[config.mk]
export PLATFORM = sky130hd
export DESIGN_NAME = dec_rr_arbiter
export DESIGN_NICKNAME = d
export VERILOG_FILES = /design/src/rtl/dec_rr_arbiter.sv
export SDC_FILE = /design/constraint.sdc
export NUM_CORES = 1
export LEC_CHECK = 0
export CORE_UTILIZATION = 42
export DETAILED_ROUTE_END_ITERATION = 6
export GPL_ROUTABILITY_DRIVEN = 0
export PLACE_DENSITY = 0.73
export SLEW_MARGIN = 10
export SYNTH_ARGS = -nofsm -noshare
export SYNTH_HDL_FRONTEND = slang
export SYNTH_SLANG_ARGS = --single-unit
[constraint.sdc]
create_clock -name clk -period 3.4 [get_ports clk]
set_input_delay 0.34 -clock clk [delete_from_list [all_inputs] [get_ports clk]]
set_output_delay 0.34 -clock clk [all_outputs]
set_load 0.05 [all_outputs]
[src/rtl/dec_rr_arbiter.sv]
// ---------------------------------------------------------------------------
// dec_rr_arbiter
//
// Round-robin arbiter that shares a 2-to-4 decoder select among four
// requesters. One owner is registered at a time. Its index is driven on the
// decoder select lines {A,B}, and it is also presented as a one-hot grant.
// A hold counter bounds how long an owner may keep the grant while someone
// else is waiting, so no requester can be starved.
//
// Parameters:
//   HOLD_MAX : maximum consecutive cycles one owner keeps the grant while
//              another requester is pending (legal range 1..255)
//
// Ports:
//   clk    in   1  system clock, rising edge
//   rst_n  in   1  asynchronous active-low reset
//   req    in   4  level-sensitive request lines, req[i] = requester i
//   A      out  1  decoder select MSB, owner index = 2*A + B
//   B      out  1  decoder select LSB
//   gnt    out  4  one-hot grant, all zero when no grant is active
//   valid  out  1  a grant is active this cycle
//   hold   out  8  cycles the current owner has held the grant, minus one
// ---------------------------------------------------------------------------
module dec_rr_arbiter #(
    parameter int HOLD_MAX = 8
) (
    input  logic       clk,
    input  logic       rst_n,
    input  logic [3:0] req,
    output logic       A,
    output logic       B,
    output logic [3:0] gnt,
    output logic       valid,
    output logic [7:0] hold
);

    typedef enum logic {
        IDLE,
        GRANT
    } state_t;

    // Last value hold may reach. Reaching it with contention forces a handoff.
    localparam logic [7:0] HOLD_LAST = 8'(HOLD_MAX - 1);

    state_t     state;
    logic [1:0] ptr;
    logic [1:0] owner;
    logic [3:0] others;
    logic [2:0] idle_pick;
    logic [2:0] next_pick;

    // Round-robin search. Returns {found, index} for the first set bit of r,
    // scanning start, start+1, ... modulo 4. The loop runs from the far end
    // back toward start, so the nearest candidate is written last and wins.
    function automatic logic [2:0] rr_pick(input logic [3:0] r,
                                           input logic [1:0] start);
        logic [2:0] res;
        logic [1:0] idx;
        res = 3'b000;
        for (int k = 3; k >= 0; k--) begin
            idx = start + 2'(k);
            if (r[idx]) begin
                res = {1'b1, idx};
            end
        end
        return res;
    endfunction

    // The registered select lines hold the owner index. When the FSM is idle,
    // they keep the previous owner, and nothing below relies on them in IDLE.
    // The current owner is masked out of the others-search. An owner that
    // releases, or is preempted, is therefore considered only after everyone
    // else.
    always_comb begin
        owner     = {A, B};
        others    = req & ~(4'(1) << owner);
        idle_pick = rr_pick(req, ptr);
        next_pick = rr_pick(others, owner + 2'd1);
    end

    // Single-process FSM with every output registered. A grant in IDLE, a
    // handoff on release and a preemption all take effect on the same edge
    // that detects them. This gives one-edge latency and no bubble cycle
    // between owners.
    always_ff @(posedge clk or negedge rst_n) begin
        if (!rst_n) begin
            state <= IDLE;
            ptr   <= 2'd0;
            A     <= 1'b0;
            B     <= 1'b0;
            gnt   <= 4'b0000;
            valid <= 1'b0;
            hold  <= 8'd0;
        end else begin
            case (state)
                IDLE: begin
                    if (idle_pick[2]) begin
                        A     <= idle_pick[1];
                        B     <= idle_pick[0];
                        gnt   <= 4'(1) << idle_pick[1:0];
                        valid <= 1'b1;
                        hold  <= 8'd0;
                        state <= GRANT;
                    end
                end

                GRANT: begin
                    if (!req[owner]) begin
                        // The owner has released. The pointer moves past it
                        // whether or not anyone else is waiting.
                        ptr <= owner + 2'd1;
                        if (next_pick[2]) begin
                            A     <= next_pick[1];
                            B     <= next_pick[0];
                            gnt   <= 4'(1) << next_pick[1:0];
                            valid <= 1'b1;
                            hold  <= 8'd0;
                        end else begin
                            gnt   <= 4'b0000;
                            valid <= 1'b0;
                            hold  <= 8'd0;
                            state <= IDLE;
                        end
                    end else if (next_pick[2] && (hold == HOLD_LAST)) begin
                        // Tenure has expired under contention. The owner
                        // still requests, and it rejoins the rotation
                        // behind the others.
                        ptr   <= owner + 2'd1;
                        A     <= next_pick[1];
                        B     <= next_pick[0];
                        gnt   <= 4'(1) << next_pick[1:0];
                        valid <= 1'b1;
                        hold  <= 8'd0;
                    end else if (hold != HOLD_LAST) begin
                        hold <= hold + 8'd1;
                    end
                end

                default: begin
                    state <= IDLE;
                    gnt   <= 4'b0000;
                    valid <= 1'b0;
                end
            endcase
        end
    end

endmodule
After elaboration in Yosys (flattened, before gate mapping):

Index checks and enable logic that the tools add are counted.

* shift operators: 3
* $lt $le $gt $ge: 9
* multiplexer cells: 56
* reductions and logical operators: 5
* equality and inequality tests: 7
* $add $sub $neg: 8
* bitwise logic cells: 3

Operators with widths (number)
* two-way mux 8 bit: 4
* less-than comparator 2 x 3 -> 1 bit, second input constant: 9
* two-way mux 3 bit: 8
* two-way mux 1 bit: 23
* binary-select mux 1 bit (select 2 bit): 9
* two-way mux 4 bit: 4
* case mux 8 bit (2 select lines): 1
* << shifter 1 x 2 -> 4 bit, first input constant: 3
* adder 2 bit, second input constant: 4
* adder 8 x 1 -> 8 bit, second input constant: 1
* equality test 8 x 3 -> 1 bit, second input constant: 1
* != test 8 x 3 -> 1 bit, second input constant: 1
* case mux 1 bit (2 select lines): 4
* case mux 4 bit (2 select lines): 1
* adder 2 x 1 -> 2 bit, second input constant: 3
* AND reduction 2 bit: 3
* bitwise AND 4 bit: 1
* two-way mux 2 bit: 2
* != test 4 x 2 -> 1 bit, second input constant: 1
* inverter 4 bit: 1
* != test 3 x 1 -> 1 bit, second input constant: 1
* != test 3 x 2 -> 1 bit, second input constant: 1
* AND reduction 3 bit: 1
* != test 2 x 1 -> 1 bit, second input constant: 1
* 3 further kinds: 3

* bits of input ports: 6
* output and inout bits: 15
* flip-flop bits (word level): 18
* word-level logic and storage cells: 98

Depth between registers and ports, before layout:

* word-level depth: 13
* mapped depth: 9

Worst setup path after synthesis:

OpenSTA, ideal clock, no wires.

* kind: register to register
* start point: reg B
* end point: reg gnt[0]
* setup time: 0.067 ns
* slack: 0.546 ns
* stages on the path, launching flop included: 10
* arrival time: 2.787 ns
* path through: dfrtp_1 clkbuf_1 inv_1 ha_1 clkbuf_1 or4bb_1 o311ai_0 o2111ai_1 a211oi_1 a221o_1

* word-level cells in the longest chain between the ends: 13

Ends and longest elaborated chain
* start, declared: RTL line 31 `output logic B,`
* start signal, assigned: RTL line 99 `B <= idle_pick[0];`
* start signal, assigned: RTL line 114 `B <= next_pick[0];`
* start signal, assigned: RTL line 130 `B <= next_pick[0];`
* parallel branches: the longest is 13 deep, another holds adder 2 x 1 -> 2 bit
* end signal, assigned: RTL line 100 `gnt <= 4'(1) << idle_pick[1:0];`
* end signal, assigned: RTL line 115 `gnt <= 4'(1) << next_pick[1:0];`
* end signal, assigned: RTL line 131 `gnt <= 4'(1) << next_pick[1:0];`
* end, declared: RTL line 32 `output logic [3:0] gnt,`

Several ways; the timed one is not identified. The select of a mux whose other input is x is not followed.
A chain may end at the register's enable or synchronous reset.

Worst setup path in the final report:

* start point: reg A
* end point: reg gnt[0]

* word-level cells in the longest chain between the ends: 13

Ends and longest elaborated chain
* start, declared: RTL line 30 `output logic A,`
* start signal, assigned: RTL line 98 `A <= idle_pick[1];`
* start signal, assigned: RTL line 113 `A <= next_pick[1];`
* start signal, assigned: RTL line 129 `A <= next_pick[1];`
* parallel branches: the longest is 13 deep, another holds adder 2 x 1 -> 2 bit

Several ways; the timed one is not identified. The select of a mux whose other input is x is not followed.

==> qor.log <==
[job] Max-cap violations 0
[worst_hold_path] path category of the worst min-delay check in2async
[pwr] Static Leak 0.000672 uW
[critical_path] category of the critical setup timing path reg2reg
[final_layout] area grow syn2layout 19.6%
[sta] clock period minus final worst setup slack 2.56 ns
[global_routing] total gr overflow 0
[critical_path] maximum fanout along the worst path 10
[detailed_routing] Pre-antenna DRT Iters 4
[synthesis] share of synthesized area spent on multiplexers 8.50%
[sta] RSZ-0062 raised after global routing false
[pwr] Final Total Pwr 1370 uW
[die] IO Count 21
[final_layout] most used cells in the layout excluding fill and tap cells clkdlybuf4s50_1 (20), dfrtp_1 (18), a21oi_1 (9), nor2_1 (8), nand2_1 (8)
[clock_network] post-CTS setup-driven buffer insertion count 0
[clock_network] cell chosen for the clock root clkbuf_4
[final_layout] fraction of final layout cells sized beyond drive strength 1 12.8%
[critical_path] worst setup slack for register-to-register paths 0.84 ns
[synthesis] xor/xnor cell area share of the yosys netlist 2.64%
[sta] final setup violating endpoints 0
[synthesis] Yosys Warn Count 0
[final_layout] number of diodes 0
[detailed_routing] DRC Markers 0
[detailed_routing] number of vias after detailed routing 1,136
[synthesis] top cells by area in the synthesized netlist dfrtp_1 (34%), ha_1 (4.7%), a21oi_1 (3.4%), mux2_2 (3.4%), o2111ai_1 (2.6%)
[pwr] Cell Pwr Density 866 nW/um^2
[clock_network] Worst-path clk slew 0.10 ns
[sta] transition at the pin with the smallest max-transition slack 0.793 ns
[global_routing] overall routing resource usage 19.7%
[detailed_routing] top routing layer in use met4
[detailed_routing] detailed router's first-iteration violation count 44
[final_layout] Net count, final 168
[die] Die Width 58.2 um
[synthesis] synthesized area per cell 9.53 um^2
[detailed_routing] Met3 Routed Length 95 um
[die] starting utilization of the core area 43.8%
[synthesis] simple logic cell fraction of the synthesized area 21.2%
[final_layout] summed area of non-filler cells in the final layout 1590 um^2
[synthesis] proportion of synthesized chip area in sequential cells 34.0%
[die] full die area 3380 um^2
[global_routing] first-pass GRT wire length 5070 um
[placed_design] estimated wirelength of the detail-placed design 2280 um
[final_layout] most common cell after layout, fill and taps aside clkdlybuf4s50_1
[clock_network] clock sink count 18
[synthesis] top-area cell type share of the netlist area 34.0%
[sta] final count of pins violating max slew 0
[critical_path] Worst Setup Start Kind register
[critical_path] data arrival time at the worst-slack endpoint 2.80 ns
[detailed_routing] Total Wirelength 3010 um
[sta] setup TNS after final layout 0 ns
[clock_network] Clock H-tree levels 1
[final_layout] sequential standard cell area 450 um^2
[synthesis] cell taking the most area after synthesis dfrtp_1
[critical_path] CP Capture Type register
[synthesis] largest family of logic cells by synthesized area compound AO/OA/AOI/OAI gates
[synthesis] Post-Syn Nets 150
[synthesis] fraction of synthesis flops using an asynchronous set or reset pin 100%
[die] number of placement rows 20
[clock_network] clock latency of the later-clocked register in the worst-skew pair 0.30 ns
[synthesis] flip-flop cell with the highest count after synthesis dfrtp_1
[detailed_routing] routed vias/inst 5.68
[synthesis] number of unique standard cell types used by synthesis 49
[run_status] outcome complete, no violations
[die] Vert. Die Dim 58.2 um
[critical_path] r2r worst-path depth 7
[sta] worst setup skew after layout 0.00280 ns
[sta] final hold violation count 0
[critical_path] destination of the worst register-to-register timing path gnt[0]$_DFFE_PN0P_
[clock_network] TritonCTS clock tree yes
[placed_design] Port Buf Inserts 20
[clock_network] number of buffers added by the clock tree synthesis step 3
[detailed_routing] wire per inst 15.1 um
[placed_design] area post-placement 1550 um^2
[global_routing] via count of the first global-routing pass 1,088
[clock_network] number of gates given a new drive strength after cts 0
[sta] maximum clock rate 391 MHz
[global_routing] initial antenna violation count 0
[pwr] Worst IR Drop VDD 0.000562 V
[critical_path] required time at the endpoint of the critical path 3.64 ns
[sta] post-route clock period utilization 75.3%
[clock_network] CTS max path bufs 2
[detailed_routing] Detail Route met2 WL 1420 um
[synthesis] flip-flop and latch count after synthesis 18
[sta] Max-slew headroom 47.0%
[synthesis] Compound-Gate Fraction of Synth Area 24.0%
[global_routing] maximum number of pins on one net before global-route repair 19
[synthesis] number of synthesized flops with an enable pin 0
[final_layout] multi-input gate area in the final layout 810 um^2
[final_layout] # fillers 274
[detailed_routing] final antenna-violating net count 0
[synthesis] post-synthesis cell area 1330 um^2
[die] core area 3030 um^2
[detailed_routing] Post-Route M1 WL 1460 um
[clock_network] number of hold-repair buffers added at the cts stage 0
[synthesis] arithmetic-cell share of the synthesized area counting full adders, half adders and majority gates 4.72%
[critical_path] worst r2r src A$_DFFE_PN0P_
[synthesis] cell count after synthesis 139
-- metrics by stage --
step	hold WS (ns)	instances	setup slack, ns	utilization [%]
after floorplan	0.0444	139	0.546	-
after global placement	0.478	196	0.736	51.2
after detailed placement	0.490	196	0.718	51.2
after CTS	0.511	200	0.857	52.4
after global routing	0.552	200	0.617	52.4
final	0.492	200	0.840	52.4
-- critical path, cell delays in order, from the launching register on --
cell and delay (ns):
dfrtp_1 0.47, inv_1 0.12, ha_1 0.47, or4bb_1 0.52, o311ai_0 0.14, o2111ai_1 0.14, a211oi_1 0.42, a221o_1 0.22
-- Yosys cell counts (5+ instances only) --
master     n
inv_1      7
dfrtp_1   18
o21ai_0    5
nor2_1     8
nand2_1    8
ha_1       5
a21oi_1    9
clkbuf_1   6
-- routing by layer --
layer  track usage (%)  vias up
met3              4.24        6
met1              27.7      553
met5                 0        -
li1                  -      557
met2              29.7       20
met4              7.14        0
-- power by group --
part           internal (uW)  switching [uW]
clock network           65.4            66.4
registers                282            70.6
logic                    368             521
-- worst max path at each step --
stage | from | endpoint | slack [ns]
after floorplan | B$_DFFE_PN0P_ | gnt[0]$_DFFE_PN0P_ | 0.55
after global placement | req[2] | B$_DFFE_PN0P_ | 0.74
after detailed placement | req[3] | B$_DFFE_PN0P_ | 0.72
after CTS | A$_DFFE_PN0P_ | gnt[0]$_DFFE_PN0P_ | 0.86
after global routing | A$_DFFE_PN0P_ | gnt[0]$_DFFE_PN0P_ | 0.62
final | A$_DFFE_PN0P_ | gnt[0]$_DFFE_PN0P_ | 0.84
-- kinds of logic after synthesis --
logic type	count (synthesis)
and+or+nand+nor	45
AOI/OAI and AO/OA	43
DFF	18
buffers and inverters	15
muxes	9
adders and majority gates	5
xor gates and xnor gates	4
-- registers in the layout, indices dropped and copies added (netlist names) --
name and cells:
A 1, B 1, gnt 4, hold 8
ptr 2, state 1, valid 1
-- layout make-up --
class                   count  share of cell area (%)
flip-flops and latches     18                    28.4
inverters                   7                    1.66
repair buffers             21                    13.1
clock buffers               4                    2.29
well taps                  44                    3.47
multi-input cells         106                    51.1
(Power assumes the default switching activity.)
